==> src/rtl/block_config_loader_if.sv <==
// Bit-serial configuration stream: one data bit per transfer under valid/ready.
// The source drives cfg_bit/cfg_valid; the loader answers with cfg_ready.
interface block_config_loader_if;
  logic cfg_bit;
  logic cfg_valid;
  logic cfg_ready;

  modport master (
    output cfg_bit,
    output cfg_valid,
    input  cfg_ready
  );

  modport slave (
    input  cfg_bit,
    input  cfg_valid,
    output cfg_ready
  );
endinterface

==> src/rtl/block_config_loader.sv <==


module block_config_loader #(
  parameter  int ADDR_BITS  = 4,
  parameter  int MEM_SIZE   = 2 ** ADDR_BITS,
  parameter  int NUM_BLOCKS = 4,
  localparam int BLK_BITS   = (NUM_BLOCKS > 1) ? $clog2(NUM_BLOCKS) : 1
) (
  input  logic                      clk,
  input  logic                      rst_n,
  input  logic                      start,
  block_config_loader_if.slave      cfg,
  output logic [MEM_SIZE-1:0]       config_out,
  output logic [NUM_BLOCKS-1:0]     comb_set,
  output logic [BLK_BITS-1:0]       blk_idx,
  output logic                      busy,
  output logic                      done
);
  localparam int CNT_W = ADDR_BITS + 1;
  localparam logic [CNT_W-1:0]      LAST_BIT = CNT_W'(MEM_SIZE - 1);
  localparam logic [BLK_BITS-1:0]   LAST_BLK = BLK_BITS'(NUM_BLOCKS - 1);
  localparam logic [NUM_BLOCKS-1:0] SET_BASE = NUM_BLOCKS'(1);

  typedef enum logic [2:0] {
    ST_IDLE   = 3'd0,
    ST_LOAD   = 3'd1,
    ST_COMMIT = 3'd2,
    ST_HOLD   = 3'd3,
    ST_DONE   = 3'd4
  } state_e;

  state_e                state_q,     state_d;
  logic [CNT_W-1:0]      bit_cnt_q,   bit_cnt_d;
  logic [BLK_BITS-1:0]   blk_idx_q,   blk_idx_d;
  logic [MEM_SIZE-1:0]   config_q,    config_d;
  logic [NUM_BLOCKS-1:0] comb_set_q,  comb_set_d;
  logic                  cfg_ready_q, cfg_ready_d;
  logic                  busy_q,      busy_d;
  logic                  done_q,      done_d;
  logic                  xfer_s;

  // cfg_ready_q mirrors "state is LOAD", so the handshake never looks at the raw state
  assign xfer_s = cfg.cfg_valid & cfg_ready_q;

  // Next-state, shift register, bit counter and block index
  always_comb begin
    state_d   = state_q;
    bit_cnt_d = bit_cnt_q;
    blk_idx_d = blk_idx_q;
    config_d  = config_q;
    case (state_q)
      ST_IDLE, ST_DONE: begin
        if (start) begin
          state_d   = ST_LOAD;
          bit_cnt_d = {CNT_W{1'b0}};
          blk_idx_d = {BLK_BITS{1'b0}};
        end else begin
          state_d   = state_q;
        end
      end
      ST_LOAD: begin
        if (xfer_s) begin
          config_d  = {cfg.cfg_bit, config_q[MEM_SIZE-1:1]};
          bit_cnt_d = bit_cnt_q + CNT_W'(1);
          if (bit_cnt_q == LAST_BIT) begin
            state_d = ST_COMMIT;
          end else begin
            state_d = ST_LOAD;
          end
        end else begin
          state_d = ST_LOAD;
        end
      end
      ST_COMMIT: begin
        state_d = ST_HOLD;
      end
      ST_HOLD: begin
        if (blk_idx_q == LAST_BLK) begin
          state_d = ST_DONE;
        end else begin
          state_d   = ST_LOAD;
          blk_idx_d = blk_idx_q + BLK_BITS'(1);
          bit_cnt_d = {CNT_W{1'b0}};
        end
      end
      default: begin
        state_d = ST_IDLE;
      end
    endcase
  end

  // Output values decoded from the next state so every output leaves a flop
  always_comb begin
    comb_set_d  = {NUM_BLOCKS{1'b0}};
    cfg_ready_d = 1'b0;
    busy_d      = 1'b0;
    done_d      = 1'b0;
    case (state_d)
      ST_LOAD: begin
        cfg_ready_d = 1'b1;
        busy_d      = 1'b1;
      end
      ST_COMMIT: begin
        comb_set_d  = SET_BASE << blk_idx_d;
        busy_d      = 1'b1;
      end
      ST_HOLD: begin
        busy_d      = 1'b1;
      end
      ST_DONE: begin
        done_d      = 1'b1;
      end
      default: begin
        comb_set_d  = {NUM_BLOCKS{1'b0}};
      end
    endcase
  end

  // State and output registers; reset clears the set strobe immediately
  always_ff @(posedge clk or negedge rst_n) begin
    if (!rst_n) begin
      state_q     <= ST_IDLE;
      bit_cnt_q   <= {CNT_W{1'b0}};
      blk_idx_q   <= {BLK_BITS{1'b0}};
      config_q    <= {MEM_SIZE{1'b0}};
      comb_set_q  <= {NUM_BLOCKS{1'b0}};
      cfg_ready_q <= 1'b0;
      busy_q      <= 1'b0;
      done_q      <= 1'b0;
    end else begin
      state_q     <= state_d;
      bit_cnt_q   <= bit_cnt_d;
      blk_idx_q   <= blk_idx_d;
      config_q    <= config_d;
      comb_set_q  <= comb_set_d;
      cfg_ready_q <= cfg_ready_d;
      busy_q      <= busy_d;
      done_q      <= done_d;
    end
  end

  assign cfg.cfg_ready = cfg_ready_q;
  assign config_out    = config_q;
  assign comb_set      = comb_set_q;
  assign blk_idx       = blk_idx_q;
  assign busy          = busy_q;
  assign done          = done_q;
endmodule

==> src/flat_wrapper.sv <==
// flat-port wrapper written by rule: the top's interface ports become plain ports
module block_config_loader_flat 
#(
  parameter  int ADDR_BITS  = 4,
  parameter  int MEM_SIZE   = 2 ** ADDR_BITS,
  parameter  int NUM_BLOCKS = 4,
  localparam int BLK_BITS   = (NUM_BLOCKS > 1) ? $clog2(NUM_BLOCKS) : 1
)
  (clk, rst_n, start, config_out, comb_set, blk_idx, busy, done, cfg_cfg_bit, cfg_cfg_valid, cfg_cfg_ready);
  block_config_loader_if cfg_i ();
  input  logic clk;
  input  logic rst_n;
  input  logic start;
  output logic [MEM_SIZE-1:0] config_out;
  output logic [NUM_BLOCKS-1:0] comb_set;
  output logic [BLK_BITS-1:0] blk_idx;
  output logic busy;
  output logic done;
  input wire logic [$bits(cfg_i.cfg_bit)-1:0] cfg_cfg_bit;
  input wire logic [$bits(cfg_i.cfg_valid)-1:0] cfg_cfg_valid;
  output wire logic [$bits(cfg_i.cfg_ready)-1:0] cfg_cfg_ready;
  assign cfg_i.cfg_bit = cfg_cfg_bit;
  assign cfg_i.cfg_valid = cfg_cfg_valid;
  assign cfg_cfg_ready = cfg_i.cfg_ready;
  block_config_loader #(.ADDR_BITS(ADDR_BITS), .MEM_SIZE(MEM_SIZE), .NUM_BLOCKS(NUM_BLOCKS)) u_core (.clk(clk), .rst_n(rst_n), .start(start), .cfg(cfg_i), .config_out(config_out), .comb_set(comb_set), .blk_idx(blk_idx), .busy(busy), .done(done));
endmodule
==> config.mk <==
export PLATFORM = sky130hd
export DESIGN_NAME = block_config_loader_flat
export DESIGN_NICKNAME = d
export VERILOG_FILES = /design/src/rtl/block_config_loader_if.sv /design/src/rtl/block_config_loader.sv /design/src/flat_wrapper.sv
export SDC_FILE = /design/constraint.sdc
export NUM_CORES = 1
export LEC_CHECK = 0
export CAP_MARGIN = 25
export CORE_MARGIN = 3
export CORE_UTILIZATION = 45
export CTS_CLUSTER_DIAMETER = 120
export DETAILED_ROUTE_END_ITERATION = 6
export PLACE_DENSITY = 0.71
export RECOVER_POWER = 100
export SYNTH_ARGS = -nofsm -noshare
export SYNTH_HDL_FRONTEND = slang
export SYNTH_SLANG_ARGS = --single-unit
==> constraint.sdc <==
create_clock -name clk -period 3.9 [get_ports clk]
set_input_delay 1.17 -clock clk [delete_from_list [all_inputs] [get_ports clk]]
set_output_delay 1.17 -clock clk [all_outputs]
set_load 0.05 [all_outputs]
==> flow_metrics.tcl <==
set metrics [dict create \
    drv_cap 1 \
    wl_um 2820 \
    grt_max_degree 34 \
    swShare_pct 47.7 \
    powerDensity_nw_per_um2 927 \
    period_needed_ns 2.90 \
    cp_max_fo 8 \
    avgSynthCellArea_sq_um 13.6 \
    cts_tree "yes" \
    seqPwrFrac_pct 35.2 \
    violations "max-capacitance violations, max-slew violations" \
    rsz0062_at_grt "false" \
    worst-endpoint-arrival_ns 1.73 \
    grtUsageMet2_pct 26.0 \
    multi_input_area_sq_um 589 \
    async_flop_share_pct 100 \
    syn_to_final_growth_pct 20.4 \
    start_kind "register" \
    synth.most_common_cell "dfrtp_1" \
    clkPwrFrac_pct 11.1 \
    netlist.area_leader.share_pct 54.1 \
    synthTopCellsByArea "dfrtp_1 (54%), mux2_4 (9.8%), mux2_2 (4.4%)" \
    drive_gt1_share_pct 12.3 \
    use_met1_pct 18.1 \
    io_buffers 29 \
    track_usage_pct 15.4 \
    dpl_worst_slack_ns 1.14 \
    nFillCells 313 \
    place.gp.congestion 0.798 \
    internal_power_uw 892 \
    setup_ws_ns 1.00 \
    synth_seq_cells 33 \
    grt_pass1_wl_um 4910 \
    wl_per_cell_um 14.8 \
    post_cts_resized 0 \
    ant_nets 0 \
    cts-root-buf "clkbuf_4" \
    outcome "finished with violations" \
    n_antenna_cell 0 \
    ys_types 43 \
    p_leak_uw 0.000864 \
    postCtsHoldBufs 0 \
    crit_type "reg2out" \
    synth-warning-count 0 \
    syn_nets 119 \
    report.final.hold_viol_count 0 \
    fmaxAchievable_mhz 345 \
    drtIter0Drc 26 \
    synth_edf_count 0 \
    crit_path_top_delay_cell "dlygate4sd3_1" \
    drv_slew 34 \
    required_ns 2.73 \
    syn_area_sq_um 1530 \
    seq_area_frac_synth_pct 54.1 \
    clk_path_buf_depth 2 \
    peakVddDrop_mv 0.425 \
    row_count 20 \
    first_pass_iters 4 \
    worst_pin_slew_ns 1.71 \
    relSlewSlack_pct -14.1 \
    power.switching_uw 812 \
    vias 1025 \
    yosysTopAreaCell "dfrtp_1" \
    clk_pin_slew_worst_paths_ns 0.10 \
    cts_max_level 2 \
    hold_path_class "reg2reg" \
    die_w_um 64.2 \
    grt_pass1_vias 1055 \
    worst_skew_pair.late_latency_ns 0.33 \
    grt_antenna_before_repair 0 \
    fin_skew_ns 0.0116 \
    finalSetupViolCount 0 \
    grt.overflow.total 0 \
    die_height_um 64.2 \
    drc 0 \
    critPathMaxStageDelay_ns 0.92 \
    grtUsageMet3_pct 5.98 \
    cp-end-kind "output port" \
    synth.top_cells.by_count "dfrtp_1 (33), mux2_4 (10), mux2_2 (6), nand3_1 (5)" \
    p_comb_share_pct 53.6 \
    crit_family "buffers and inverters" \
    dp_hpwl_um 2050 \
    fin_nets 153 \
    boundaryPins 30 \
    seq_area_sq_um 826 \
    syn_inst 112 \
    top_usage_layer "met2" \
    core-area_sq_um 3150 \
    cts_sinks 33 \
    numCtsBuffers 5 \
    tns_ns 0 \
    worstPathCellList "dlygate4sd3_1" \
    post_cts_buffers 0 \
    initial_core_util_pct 48.4 \
    crit_buf_inv 1 \
    viasPerCell 5.39 \
    post-route-period-util_pct 74.3 \
    dieArea_sq_um 4130 \
    yosys_most_used_dff "dfrtp_1" \
]
-- power by group through the flow --
stage,Combinational (uW),Clock [uW],Sequential (uW)
global route,972,213,622
floorplan,424,0,945
CTS,1050,193,612
finish,914,190,600
detailed placement,1050,0,619
global placement,1030,0,607
-- placed cells by master (no fill, tap or decap), types with 2 or more instances in the layout --
| cell type | instances |
|---|---|
| nor2_1 | 2 |
| nand2_1 | 3 |
| a21oi_1 | 2 |
| a211o_1 | 3 |
| o21ai_0 | 2 |
| a22o_1 | 2 |
| clkbuf_4 | 5 |
| ha_1 | 2 |
| mux2_2 | 6 |
| nor4_1 | 3 |
| a21boi_0 | 2 |
| and3_1 | 4 |
| nand3_1 | 5 |
| clkbuf_1 | 2 |
| mux2_1 | 9 |
| dfrtp_1 | 33 |
| nor3_1 | 2 |
| dlygate4sd3_1 | 28 |
| a41o_1 | 2 |
| nand2b_1 | 2 |
| inv_1 | 4 |
-- flip-flops by register name, summed over array words and instances (netlist names) --
signal,count
u_core.bit_cnt_q,5
u_core.config_out,16
u_core.busy,1
u_core.state_q,3
u_core.done,1
u_core.blk_idx,2
u_core.comb_set,4
u_core.cfg.cfg_ready,1
-- logic make-up (layout without fill, tap and decap cells) --
family,after synthesis,after routing,share of synthesized area (%)
simple gates,31,31,14.2
flops,33,33,54.1
compound gates,20,20,11.4
mux,17,17,14.9
buf+inv,8,42,3.20
xor+xnor,1,1,0.574
fa+ha+maj,2,2,1.64
-- routing by layer --
metal  vias up  routed length [um]
met5         -                   0
met4         0                  25
met3         4                 159
met2        31                1370
met1       506                1260
li1        484                   -
-- stage by stage --
step           instance area (sq um)  power, uW  util [%]  hold WS (ns)  instances
3_3_place_gp                    1850       1630      58.7         0.471        183
2_1_floorplan                   1530       1370         -         0.459        112
3_5_place_dp                    1850       1660      58.7         0.477        183
5_1_grt                         1840       1810      58.3         0.525        190
4_1_cts                         1900       1860      60.4         0.499        190
6_report                        1840       1700      58.3         0.498        190
-- path summary, 6_finish.rpt --
check | startpoint | end | slack, ns | cells past startpoint
worst min register to register | u_core.bit_cnt_q[4]$_DFFE_PN0P_ | u_core.bit_cnt_q[4]$_DFFE_PN0P_ | 0.50 | 1
worst min-delay path | u_core.bit_cnt_q[4]$_DFFE_PN0P_ | u_core.bit_cnt_q[4]$_DFFE_PN0P_ | 0.50 | 1
min in group asynchronous | rst_n | u_core.bit_cnt_q[1]$_DFFE_PN0P_ | 1.82 | 2
worst max-delay path | u_core.blk_idx[0]$_DFF_PN0_ | blk_idx[0] | 1.00 | 1
worst max register to register | u_core.state_q[0]$_DFF_PN0_ | u_core.config_out[13]$_DFFE_PN0P_ | 1.91 | 3
max in group asynchronous | rst_n | u_core.config_out[9]$_DFFE_PN0P_ | 1.09 | 2
-- final cells by class --
| cell class | count | area share, % |
|---|---|---|
| Multi-Input combinational cell | 71 | 32.1 |
| Timing Repair Buffer | 30 | 16.0 |
| Sequential cell | 33 | 44.9 |
| Clock buffer | 7 | 3.00 |
| Tap cell | 44 | 3.00 |
| Inverter | 5 | 1.02 |
(Power assumes the default switching activity.)
